## config.mk

```make
export PLATFORM = sky130hd
export DESIGN_NAME = pifo_dequeue_ctrl_flat
export DESIGN_NICKNAME = d
export VERILOG_FILES = /design/src/rtl/pifo_dequeue_ctrl_pkg.sv /design/src/rtl/pifo_dequeue_ctrl_if.sv /design/src/rtl/pifo_dequeue_ctrl_skid_fifo.sv /design/src/rtl/pifo_dequeue_ctrl.sv /design/src/flat_wrapper.sv
export SDC_FILE = /design/constraint.sdc
export NUM_CORES = 1
export LEC_CHECK = 0
export CAP_MARGIN = 25
export CORE_MARGIN = 2
export CORE_UTILIZATION = 48
export DETAILED_ROUTE_END_ITERATION = 10
export PLACE_DENSITY_LB_ADDON = 0.25
export SLEW_MARGIN = 30
export SYNTH_ARGS = -nofsm -noshare
export SYNTH_HDL_FRONTEND = slang
export SYNTH_HIERARCHICAL = 1
export SYNTH_SLANG_ARGS = --single-unit
```

## constraint.sdc

```tcl
create_clock -name clk -period 3.15 [get_ports clk]
set_input_delay 0.63 -clock clk [delete_from_list [all_inputs] [get_ports clk]]
set_output_delay 0.63 -clock clk [all_outputs]
set_load 0.05 [all_outputs]
```

## src/rtl/pifo_dequeue_ctrl_pkg.sv

```systemverilog
// rtl/pifo_dequeue_ctrl_pkg.sv - shared PIFO info layout, element structs and dequeue buffer depth
package pifo_dequeue_ctrl_pkg;

   localparam int ELEM_W        = 32;
   localparam int RANK_W        = 18;
   localparam int RANK_LSB      = 12;
   localparam int VALID_POS     = 31;
   localparam int OVF_POS       = 30;
   localparam int ADDR_W        = 12;
   localparam int DEQ_BUF_DEPTH = 2;

   typedef struct packed {
      logic              valid;
      logic              overflow;
      logic [RANK_W-1:0] rank;
      logic [ADDR_W-1:0] address;
   } pifo_info_t;

   // What the dequeue buffer keeps of a popped element: the valid bit is implied.
   typedef struct packed {
      logic              overflow;
      logic [RANK_W-1:0] rank;
      logic [ADDR_W-1:0] address;
   } deq_entry_t;

endpackage

```

## src/rtl/pifo_dequeue_ctrl_if.sv

```systemverilog
// rtl/pifo_dequeue_ctrl_if.sv - dequeued-element stream towards the packet-buffer read logic
interface pifo_dequeue_ctrl_if;
   import pifo_dequeue_ctrl_pkg::*;

   logic [ADDR_W-1:0] tdata;
   logic [RANK_W:0]   tuser;
   logic              tvalid;
   logic              tready;

   modport master (output tdata, output tuser, output tvalid, input tready);
   modport slave  (input tdata, input tuser, input tvalid, output tready);
endinterface

```

## src/rtl/pifo_dequeue_ctrl_skid_fifo.sv

```systemverilog
// rtl/pifo_dequeue_ctrl_skid_fifo.sv - 2-entry circular output buffer with 1-bit pointers
module pifo_deq_skid_fifo
   import pifo_dequeue_ctrl_pkg::*;
(
   input  logic       clk,
   input  logic       rstn,
   input  logic       push,
   input  deq_entry_t push_entry,
   input  logic       pull,
   output deq_entry_t head_entry,
   output logic [1:0] count
);

   deq_entry_t mem [DEQ_BUF_DEPTH];
   logic       wr_ptr;
   logic       rd_ptr;

   // Caller guarantees push only when not full and pull only when not empty.
   always_ff @(posedge clk) begin
      if (!rstn) begin
         count  <= 2'd0;
         wr_ptr <= 1'b0;
         rd_ptr <= 1'b0;
         for (int i = 0; i < DEQ_BUF_DEPTH; i++) mem[i] <= '0;
      end else begin
         if (push) begin
            mem[wr_ptr] <= push_entry;
            wr_ptr      <= ~wr_ptr;
         end
         if (pull) rd_ptr <= ~rd_ptr;
         if (push && !pull)      count <= count + 2'd1;
         else if (pull && !push) count <= count - 2'd1;
      end
   end

   assign head_entry = mem[rd_ptr];

endmodule

```

## src/rtl/pifo_dequeue_ctrl.sv

```systemverilog
// rtl/pifo_dequeue_ctrl.sv - head-side PIFO reader; optional calendar gate under PIFO_DEQ_CALENDAR_GATE_EN
module pifo_dequeue_ctrl
   import pifo_dequeue_ctrl_pkg::*;
#(
   parameter int ELEMENT_WIDTH           = ELEM_W,
   parameter int ELEMENT_RANK_WIDTH      = RANK_W,
   parameter int RANK_START_POS          = RANK_LSB,
   parameter int PIFO_INFO_VALID_POS     = VALID_POS,
   parameter int PIFO_INFO_OVERFLOW_POS  = OVF_POS,
   parameter int PIFO_INFO_ADDRESS_WIDTH = ADDR_W,
   parameter int COUNT_WIDTH             = 32
) (
   input  logic                          clk,
   input  logic                          rstn,
   input  logic [ELEMENT_WIDTH-1:0]      in_head_element,
   input  logic                          in_deq_enable,
   input  logic [ELEMENT_RANK_WIDTH-1:0] in_current_time,
   input  logic                          in_time_wrap,
   output logic                          out_ctl_pop,
   output logic                          out_global_overflow_bit,
   pifo_dequeue_ctrl_if.master           m_axis,
   output logic [COUNT_WIDTH-1:0]        out_deq_count,
   output logic                          out_empty
);

   localparam logic [1:0] BUF_FULL = 2'(DEQ_BUF_DEPTH);

   logic                          head_valid;
   logic                          head_ovf;
   logic [ELEMENT_RANK_WIDTH-1:0] head_rank;
   deq_entry_t                    head_entry;
   deq_entry_t                    buf_entry;
   logic [1:0]                    buf_count;
   logic                          eligible;
   logic                          handshake;

   assign head_valid = in_head_element[PIFO_INFO_VALID_POS];
   assign head_ovf   = in_head_element[PIFO_INFO_OVERFLOW_POS];
   assign head_rank  = in_head_element[RANK_START_POS +: ELEMENT_RANK_WIDTH];
   assign head_entry = '{overflow: head_ovf,
                         rank:     head_rank,
                         address:  in_head_element[PIFO_INFO_ADDRESS_WIDTH-1:0]};

`ifdef PIFO_DEQ_CALENDAR_GATE_EN
   // Same round: wait until due. Other round: only drain what belongs to the round being served.
   assign eligible = (head_ovf == in_time_wrap) ? (head_rank <= in_current_time)
                                                : (head_ovf == out_global_overflow_bit);
`else
   logic unused_gate;
   assign unused_gate = ^{in_current_time, in_time_wrap};
   assign eligible    = 1'b1;
`endif

   // Pop depends only on buffer occupancy, never on tready, so no ready path reaches the chain.
   assign out_ctl_pop = rstn & head_valid & in_deq_enable & eligible & (buf_count < BUF_FULL);
   assign out_empty   = ~rstn | (~head_valid & (buf_count == 2'd0));

   assign m_axis.tvalid = (buf_count != 2'd0);
   assign m_axis.tdata  = buf_entry.address;
   assign m_axis.tuser  = {buf_entry.overflow, buf_entry.rank};
   assign handshake     = m_axis.tvalid & m_axis.tready;

   pifo_deq_skid_fifo u_buf (
      .clk        (clk),
      .rstn       (rstn),
      .push       (out_ctl_pop),
      .push_entry (head_entry),
      .pull       (handshake),
      .head_entry (buf_entry),
      .count      (buf_count)
   );

   always_ff @(posedge clk) begin
      if (!rstn) begin
         out_global_overflow_bit <= 1'b0;
         out_deq_count           <= '0;
      end else if (out_ctl_pop) begin
         out_global_overflow_bit <= head_ovf;
         if (out_deq_count != '1) out_deq_count <= out_deq_count + 1'b1;
      end
   end

endmodule

```

## src/flat_wrapper.sv

```systemverilog
// flat-port wrapper written by rule: the top's interface ports become plain ports
module pifo_dequeue_ctrl_flat import pifo_dequeue_ctrl_pkg::*;
#(
   parameter int ELEMENT_WIDTH           = ELEM_W,
   parameter int ELEMENT_RANK_WIDTH      = RANK_W,
   parameter int RANK_START_POS          = RANK_LSB,
   parameter int PIFO_INFO_VALID_POS     = VALID_POS,
   parameter int PIFO_INFO_OVERFLOW_POS  = OVF_POS,
   parameter int PIFO_INFO_ADDRESS_WIDTH = ADDR_W,
   parameter int COUNT_WIDTH             = 32
)
  (clk, rstn, in_head_element, in_deq_enable, in_current_time, in_time_wrap, out_ctl_pop, out_global_overflow_bit, out_deq_count, out_empty, m_axis_tdata, m_axis_tuser, m_axis_tvalid, m_axis_tready);
  pifo_dequeue_ctrl_if m_axis_i ();
  input  logic clk;
  input  logic rstn;
  input  logic [ELEMENT_WIDTH-1:0] in_head_element;
  input  logic in_deq_enable;
  input  logic [ELEMENT_RANK_WIDTH-1:0] in_current_time;
  input  logic in_time_wrap;
  output logic out_ctl_pop;
  output logic out_global_overflow_bit;
  output logic [COUNT_WIDTH-1:0] out_deq_count;
  output logic out_empty;
  output wire logic [$bits(m_axis_i.tdata)-1:0] m_axis_tdata;
  output wire logic [$bits(m_axis_i.tuser)-1:0] m_axis_tuser;
  output wire logic [$bits(m_axis_i.tvalid)-1:0] m_axis_tvalid;
  input wire logic [$bits(m_axis_i.tready)-1:0] m_axis_tready;
  assign m_axis_tdata = m_axis_i.tdata;
  assign m_axis_tuser = m_axis_i.tuser;
  assign m_axis_tvalid = m_axis_i.tvalid;
  assign m_axis_i.tready = m_axis_tready;
  pifo_dequeue_ctrl #(.ELEMENT_WIDTH(ELEMENT_WIDTH), .ELEMENT_RANK_WIDTH(ELEMENT_RANK_WIDTH), .RANK_START_POS(RANK_START_POS), .PIFO_INFO_VALID_POS(PIFO_INFO_VALID_POS), .PIFO_INFO_OVERFLOW_POS(PIFO_INFO_OVERFLOW_POS), .PIFO_INFO_ADDRESS_WIDTH(PIFO_INFO_ADDRESS_WIDTH), .COUNT_WIDTH(COUNT_WIDTH)) u_core (.clk(clk), .rstn(rstn), .in_head_element(in_head_element), .in_deq_enable(in_deq_enable), .in_current_time(in_current_time), .in_time_wrap(in_time_wrap), .out_ctl_pop(out_ctl_pop), .out_global_overflow_bit(out_global_overflow_bit), .m_axis(m_axis_i), .out_deq_count(out_deq_count), .out_empty(out_empty));
endmodule
```

Yosys cells after proc, flatten, opt, wreduce, memory -nomap -nowiden
Memories as Yosys holds them, arrays and structs flattened. A register that Yosys moved wholly into a read port is not among the register bits.
Index checks and enable logic that the tools add are counted.
W data, S select, Z words.
{ "classes": {"add_sub_neg": 3, "n_mul": 0, "n_div": 0, "n_lt_le_gt_ge": 1, "eq_ne": 1, "shifts": 0, "mux": 11, "bitwise": 10, "reduce_logical": 9} }
{ "ops": {"columns": ["cell", "n"], "rows": [
  ["$add A32 B1 Y32 const B", 1],
  ["$ne A32 B32 Y1 const B", 1],
  ["$mux W31", 1],
  ["$reduce_or A31 Y1", 1],
  ["$mux W1", 8],
  ["$and A1 B1 Y1", 5],
  ["$mux W2", 2],
  ["$not A1 Y1", 4],
  ["$reduce_bool A2 Y1", 2],
  ["$add A2 B1 Y2 const B", 1],
  ["$logic_and A1 B1 Y1", 2],
  ["$logic_not A1 Y1", 2],
  ["$logic_not A2 Y1", 1],
  ["$lt A2 B2 Y1 const B", 1],
  ["$reduce_and A2 Y1", 1],
  ["$sub A2 B1 Y2 const B", 1],
  ["$or A1 B1 Y1", 1]
]} }
{ "totals": {"reg_bits": 37, "latchBits": 0, "ram_bits": 62, "rom_bits": 0, "in_bits": 55, "output_inout_bits": 67, "wordCells": 41, "memories": 1} }
{ "memory_table": {"columns": ["name", "words", "word_bits", "read_ports", "rd_ports_with_merged_regs", "write_ports", "line", "source"], "rows": [
  ["u_core.u_buf.mem", 2, 31, 1, 1, 2, "pifo_dequeue_ctrl_skid_fifo.sv:14", "deq_entry_t mem [DEQ_BUF_DEPTH];"]
]} }

Depth between registers and ports, before layout
Gate-level depths: netlist of run 1.
{ "depth": {"depth_word": 8, "ltp_mapped": 7, "depth_no_buf": 7} }

By module
Netlist of run 1, hierarchy kept.
{ "by_module_without_submodules": {"columns": ["module", "n_inst", "cells_each", "area_each_um2", "seq_area_each_um2"], "rows": [
  ["pifo_deq_skid_fifo", 1, 222, 2836.5, 1961.9],
  ["pifo_dequeue_ctrl", 1, 199, 1706.6, 660.6]
]} }

Worst setup path before layout of run 1
Ideal clock, no wire load.
{ "synth_timing": {"path_type": "input to register", "from": "input port in_deq_enable", "to": "memory u_core/u_buf/mem[1][0] (netlist name) (enable)", "setup_time_ps": 388, "arrival_ps": 2383, "t_required_ps": 2762, "path_slack_ps": 379, "stages": 5, "n_path_buf": 1, "path_cell_list": "nand4b_2 inv_1 nand2_1 buf_1 nand2_1"} }
{ "synth_rtl": {"columns": ["element", "line", "source"], "rows": [
  ["from (decl)", "flat_wrapper.sv:17", "input logic in_deq_enable;"],
  ["to (decl)", "pifo_dequeue_ctrl_skid_fifo.sv:14", null]
]} }

Worst setup path in the final report of run 1
{ "layout_timing": {"from": "register u_core.out_deq_count[18]", "to": "register u_core.out_deq_count[19]"} }
{ "layout_via": {"elab_chain_len": 2, "elab_cells_between_ends": 3, "classes_between": "add/sub: 1; eq/ne: 1; reduce/logical: 1"} }
{ "layout_lines": {"columns": ["element", "line", "source"], "rows": [
  ["from (decl)", "pifo_dequeue_ctrl.sv:22", "output logic [COUNT_WIDTH-1:0] out_deq_count,"],
  ["from (signal assigned)", "pifo_dequeue_ctrl.sv:79", "if (out_deq_count != '1) out_deq_count <= out_deq_count + 1'b1;"],
  ["branches (longest 2 deep; another with $add A32 B1 Y32)", null, null]
]} }
Several ways; the timed one is not identified.
A chain may end at the register's enable or synchronous reset.

==> results of run 1 <==
[critical path: stages (launching register included)]
cell and delay (ns):
dfxtp_1 0.43, nand3_1 0.28, nor4_1 0.67, buf_4 0.29, a31oi_1 0.25, nand4_1 0.23, mux2i_1 0.20
[kinds of logic (layout without fill, tap and decap cells)]
logic type / Yosys count / in the layout / share of synthesized area (%)
AOI/OAI and AO/OA: 35 / 35 / 5.43
muxes: 37 / 37 / 9.01
adders and majority gates: 2 / 2 / 0.551
buffers and inverters: 28 / 135 / 2.75
DFF: 100 / 100 / 57.7
xor gates and xnor gates: 18 / 18 / 3.47
and+or+nand+nor: 201 / 201 / 21.1
[layout make-up]
type / count / area [um^2] / area share (%)
tap: 111 / 139 / 2.40
sequential: 100 / 2620 / 45.4
multi-input combinational: 293 / 1800 / 31.1
timing repair buffer: 111 / 1010 / 17.5
inverter: 8 / 30.0 / 0.519
clock buffer: 12 / 156 / 2.71
clock inverter: 4 / 25.0 / 0.433
[through the flow]
stage | std cells | hold WS, ns | power [mW] | setup slack, ns | cell area, um^2
2_1_floorplan | 421 | 0.460 | 2.27 | 0.379 | 4540
3_5_place_dp | 623 | 0.483 | 2.58 | 0.429 | 5600
4_1_cts | 639 | 0.499 | 3.33 | 0.760 | 5780
6_report | 639 | 0.483 | 3.30 | 0.734 | 5780
5_1_grt | 639 | 0.528 | 3.44 | 0.544 | 5780
3_3_place_gp | 623 | 0.446 | 2.57 | 0.484 | 5600
[worst min-delay path by stage]
| stage | from | to | slack [ns] |
|---|---|---|---|
| 3_5_place_dp | u_core/out_global_overflow_bit$_SDFFE_PN0P_ | u_core/out_global_overflow_bit$_SDFFE_PN0P_ | 0.48 |
| 2_1_floorplan | u_core/u_buf/count[1]$_SDFFE_PN0P_ | u_core/u_buf/count[1]$_SDFFE_PN0P_ | 0.46 |
| 6_report | u_core/out_global_overflow_bit$_SDFFE_PN0P_ | u_core/out_global_overflow_bit$_SDFFE_PN0P_ | 0.48 |
| 4_1_cts | u_core/out_global_overflow_bit$_SDFFE_PN0P_ | u_core/out_global_overflow_bit$_SDFFE_PN0P_ | 0.50 |
| 3_3_place_gp | u_core/out_global_overflow_bit$_SDFFE_PN0P_ | u_core/out_global_overflow_bit$_SDFFE_PN0P_ | 0.45 |
| 5_1_grt | u_core/out_global_overflow_bit$_SDFFE_PN0P_ | u_core/out_global_overflow_bit$_SDFFE_PN0P_ | 0.53 |
[sequential cells by signal (all words and copies together) (netlist names), named ones only]
signal and cells:
u_core/out_deq_count 32, u_core/u_buf/mem 62, u_core/u_buf/count 2, u_core/u_buf/wr_ptr 1, u_core/u_buf/rd_ptr 1, u_core/out_global_overflow_bit 1
[metal layers]
metal	vias to the layer above	wire length, um	share of wire, %
met5	-	15	0.15
met4	2	123	1.2
met3	15	585	5.8
met2	103	5260	52
met1	1653	4180	41
li1	1692	-	-
[where the power goes]
part / switching (mW) / internal (mW)
registers: 0.0278 / 1.46
clock network: 0.420 / 0.334
logic: 0.676 / 0.377
total: 1.12 / 2.18
[Yosys cell counts, types with 3 or more instances]
library cell / number
a211oi_1: 6
a21oi_1: 9
and2_1: 4
and3_1: 3
and4_1: 3
buf_2: 9
clkbuf_1: 7
dfxtp_1: 38
edfxtp_1: 62
inv_1: 8
mux2_2: 31
mux2i_1: 6
nand2_1: 55
nand2b_1: 5
nand3_1: 11
nand4_1: 9
nor2_1: 82
nor4_1: 5
o21ai_0: 6
o31ai_1: 5
or3_1: 5
or4_1: 7
xnor2_1: 15
xor2_1: 3
[layout by cell type (no fill, tap or decap), types with 11 or more instances in the layout]
cell             instances
nor2_1                  82
clkdlybuf4s50_1         68
edfxtp_1                62
nand2_1                 55
buf_4                   41
dfxtp_1                 38
mux2_2                  31
xnor2_1                 15
nand3_1                 11
==> results.ini, run 1 <==
[worst_setup_path]
worst-endpoint-arrival_ns = 2.69
worstSetupPathType = reg2reg
regToRegSetupSlack_ns = 0.73
worstSetupStartpointType = flop
crit_fanout = 11
r2r_end = u_core/out_deq_count[19]$_SDFFE_PN0P_
crit_path_start = u_core/out_deq_count[18]$_SDFFE_PN0P_
cp-end-kind = flop
r2r-start = u_core/out_deq_count[18]$_SDFFE_PN0P_
r2r_cells = 6
cp.required_ns = 3.43
endpoint = u_core/out_deq_count[19]$_SDFFE_PN0P_

[sta]
fin_crit_sh_pct = 76.7
setup_viol = 0
relSlewSlack_pct = 48.9
rsz0062_at_grt = no
clock.fmax_ghz = 0.414
skew_ns = 0.0107
hold_viol_final = 0
drv_slew = 0
min_period_ns = 2.42
tightest_slew_ns = 0.766
setup_tns_ns = 0

[layout]
drive_gt1_share_pct = 18.0
nNetsFinal = 580
syn_to_final_growth_pct = 27.3
n_fill_cell = 791
fin_util_pct = 62.9
diodes = 0

[logic_synthesis]
netlist_area_um2 = 4540
synthCells = 421
synth_seq_area_share_pct = 57.7
synth-edff-count = 62
syn-num-nets = 478
yosys.area.top_type = edfxtp_1
synth_cell_types = 46
synthFlopType = edfxtp_1
syn_avg_cell_area_um2 = 10.8
ys_ff_latch = 100
synthArstFlopShare_pct = 0
synth_area_leaders = edfxtp_1 41%, dfxtp_1 17%, mux2_2 7.7%
yosysWarningCount = 6
yosysTopAreaCellShare_pct = 41.0

[clocking]
root_buffer = clkbuf_8
post_cts_buffers = 0
cts.repair.resized = 0
cts_tree = done
cts_made_buffers = 9
max-clock-path-buffers = 2
cts.clk_slew.worst_paths_ns = 0.08
clock_sinks = 100
insertion_delay_ns = 0.35
htree_levels = 3
cts_hold_buf = 0

[power_and_ir_drop]
leakage_nw = 2.09
ir_worst_vdd_mv = 0.298
powerDensity_nw_per_um2 = 571

[floorplan]
rows = 35
dieArea_um2 = 10300
die_y_um = 101
ios = 122
initial_core_util_pct = 49.4
core_area_um2 = 9200
die_x_um = 101

[global_routing]
met2_usage_pct = 36.2
gr-usage-met1_pct = 23.2
busiest_layer = met2
grt.met3_usage_pct = 5.24
grt_pass1_wl_um = 16000
grt_pass1_vias = 3452
antenna_found_initial = 1
grt.overflow.total = 0
grt_usage_pct = 20.1
grt_max_degree = 54

[run_status]
status = completed

[route]
vias = 3465
drt_iter0_drc = 147
drc = 0
detail_route.first_pass.iterations = 4
final_antenna_net_count = 0
drt_wl_total_um = 10200
viasPerCell = 5.42
wl_per_cell_um = 15.9

[placement]
gp_congestion = 0.796
dp_hpwl_um = 6520
port_buffers = 102

[worst_hold_path]
worstHoldPathCells = 2
holdCritPathClass = reg2reg

[flow_run]
cap_violations = 0

No activity file was read; power rests on OpenSTA's default activity.
==> run 2, diff against run 1 <==
==> constraint.sdc (replaced) <==
create_clock -name clk -period 2.5 [get_ports clk]
set_input_delay 0.5 -clock clk [delete_from_list [all_inputs] [get_ports clk]]
set_output_delay 0.5 -clock clk [all_outputs]
set_load 0.05 [all_outputs]
==> results.ini, run 2 (synthesized netlist as in run 1, its figures left out) <==
[run_status]
status = completed  ; unchanged

[layout]
n_fill_cell = 702  ; was 791
drive_gt1_share_pct = 19.3  ; was 18.0%
post-route-cell-area_um2 = 6250  ; was 5780 um^2
nNetsFinal = 585  ; was 580
fin_util_pct = 67.9  ; was 62.9%
syn_to_final_growth_pct = 37.5  ; was 27.3%
diodes = 0  ; unchanged
largestRegisters = u_core/u_buf/mem x62, u_core/out_deq_count x32, u_core/u_buf/count x2  ; unchanged
fin_cells = 644  ; was 639
final_common_cell = nor2_1  ; unchanged
final_cell_mix = 82 x nor2_1, 68 x clkdlybuf4s50_1, 62 x edfxtp_1  ; unchanged
regMostFlops = u_core/u_buf/mem  ; unchanged
largest_reg_flops = 62  ; unchanged

[route]
vias = 3494  ; was 3,465
viasPerCell = 5.43  ; was 5.42
drc = 0  ; unchanged
drt_wl_total_um = 10400  ; was 10,200 um
detail_route.first_pass.iterations = 4  ; unchanged
wl_per_cell_um = 16.1  ; was 15.9 um
final_antenna_net_count = 0  ; unchanged
drt_iter0_drc = 111  ; was 147

[global_routing]
grt_usage_pct = 20.9  ; was 20.1%
grt_pass1_vias = 3474  ; was 3,452
busiest_layer = met2  ; unchanged
grt.met3_usage_pct = 3.59  ; was 5.24%
gr-usage-met1_pct = 25.4  ; was 23.2%
grt.overflow.total = 0  ; unchanged
grt_pass1_wl_um = 16800  ; was 16,000 um
grt_max_degree = 54  ; unchanged
antenna_found_initial = 0  ; was 1
met2_usage_pct = 37.3  ; was 36.2%

[sta]
clock.fmax_ghz = 0.447
tightest_slew_ns = 0.754  ; was 0.766 ns
min_period_ns = 2.24
hold_viol_final = 0  ; unchanged
fin_crit_sh_pct = 89.5
drv_slew = 0  ; unchanged
rsz0062_at_grt = no  ; unchanged
setup_viol = 0  ; unchanged
whs_ns = 0.465  ; was 0.483 ns
setup_tns_ns = 0  ; unchanged
relSlewSlack_pct = 49.7  ; was 48.9%
skew_ns = 0.0156  ; was 0.0107 ns
final.setup.worst_slack_ns = 0.263  ; was 0.734 ns

[clocking]
htree_levels = 3  ; unchanged
max-clock-path-buffers = 2  ; unchanged
post_cts_buffers = 0  ; unchanged
cts_hold_buf = 0  ; unchanged
root_buffer = clkbuf_8  ; unchanged
clock_sinks = 100  ; unchanged
insertion_delay_ns = 0.36  ; was 0.35 ns
cts.repair.resized = 0  ; unchanged
cts_tree = done  ; unchanged
cts_made_buffers = 9  ; unchanged
cts.clk_slew.worst_paths_ns = 0.09  ; was 0.08 ns

[floorplan]
ios = 122  ; unchanged
dieArea_um2 = 10300  ; unchanged
die_y_um = 101  ; unchanged
rows = 35  ; unchanged
initial_core_util_pct = 49.4  ; unchanged
die_x_um = 101  ; unchanged
core_area_um2 = 9200  ; unchanged

[worst_setup_path]
worst-endpoint-arrival_ns = 1.74  ; was 2.69 ns
crit_fanout = 3  ; was 11
worstSetupStartpointType = flop  ; unchanged
crit_path_max_incr_delay_ns = 0.72  ; was 0.67 ns
cp-end-kind = primary output  ; was flop
cp.required_ns = 2.00  ; was 3.43 ns
worstSetupPathType = reg2out  ; was reg2reg
cp_slowest_cell = clkdlybuf4s50_1  ; was nor4_1
crit_chain = or2_2, clkdlybuf4s50_1  ; was nand3_1, nor4_1, buf_4, a31oi_1, nand4_1, mux2i_1

[power_and_ir_drop]
ir_worst_vdd_mv = 0.319  ; was 0.298 mV
powerDensity_nw_per_um2 = 734  ; was 571 nW/um^2
finalPower_mw = 4.59  ; was 3.30 mW
leakage_nw = 2.24  ; was 2.09 nW

[worst_hold_path]
holdCritPathClass = reg2reg  ; unchanged

[placement]
port_buffers = 102  ; unchanged
gp_congestion = 0.774  ; was 0.796
place_ws_ns = 0.0281  ; was 0.429 ns
dpl_cell_area_um2 = 6060  ; was 5600 um^2
dp_hpwl_um = 6870  ; was 6520 um
place_inst = 628  ; was 623

[flow_run]
cap_violations = 0  ; unchanged

## run 2: changes by cell type in the layout (fill, tap and decap cells not counted), sizes merged
cell | before | now
buf | 43 | 48
clkinvlp | 1 | 2
clkinv | 3 | 1
clkbuf | 12 | 13
## run 2: power by group
part           total [mW]  internal, mW  switching [mW]
logic                1.72         0.798           0.924
clock network       0.982         0.450           0.532
registers            1.88          1.84          0.0375
total                4.59          3.09            1.49
## run 2: worst max-delay path: cells and delay by family, from the launching register on
family	cells	cell delay [ns]
buf+inv	1	0.72
flops	1	0.35
simple gates	1	0.32
## run 2: area by class of cell
type	instances	area (um^2)	area share (%)
flip-flops and latches	100	2620	42.0
multi-input cells	293	1800	28.8
repair buffers	116	1460	23.4
clock buffers	13	170	2.72
well taps	111	139	2.22
inverters	8	30.0	0.481
clock inverters	3	20.0	0.321
## run 2: path summary, 6_finish.rpt
| path | start | end | slack (ns) | cells past startpoint |
|---|---|---|---|---|
| worst min register to register | u_core/out_global_overflow_bit$_SDFFE_PN0P_ | u_core/out_global_overflow_bit$_SDFFE_PN0P_ | 0.46 | 2 |
| worst max-delay path | u_core/u_buf/count[0]$_SDFFE_PN0P_ | m_axis_tvalid | 0.26 | 2 |
| worst min-delay path | u_core/out_global_overflow_bit$_SDFFE_PN0P_ | u_core/out_global_overflow_bit$_SDFFE_PN0P_ | 0.46 | 2 |
| worst max register to register | u_core/out_deq_count[12]$_SDFFE_PN0P_ | u_core/out_deq_count[28]$_SDFFE_PN0P_ | 0.38 | 5 |
## run 2: metal layers
layer  up-vias  wire [um]
met5         -          0
met4         0        128
met3         9        489
met2        94       5430
met1      1687       4350
li1       1704          -
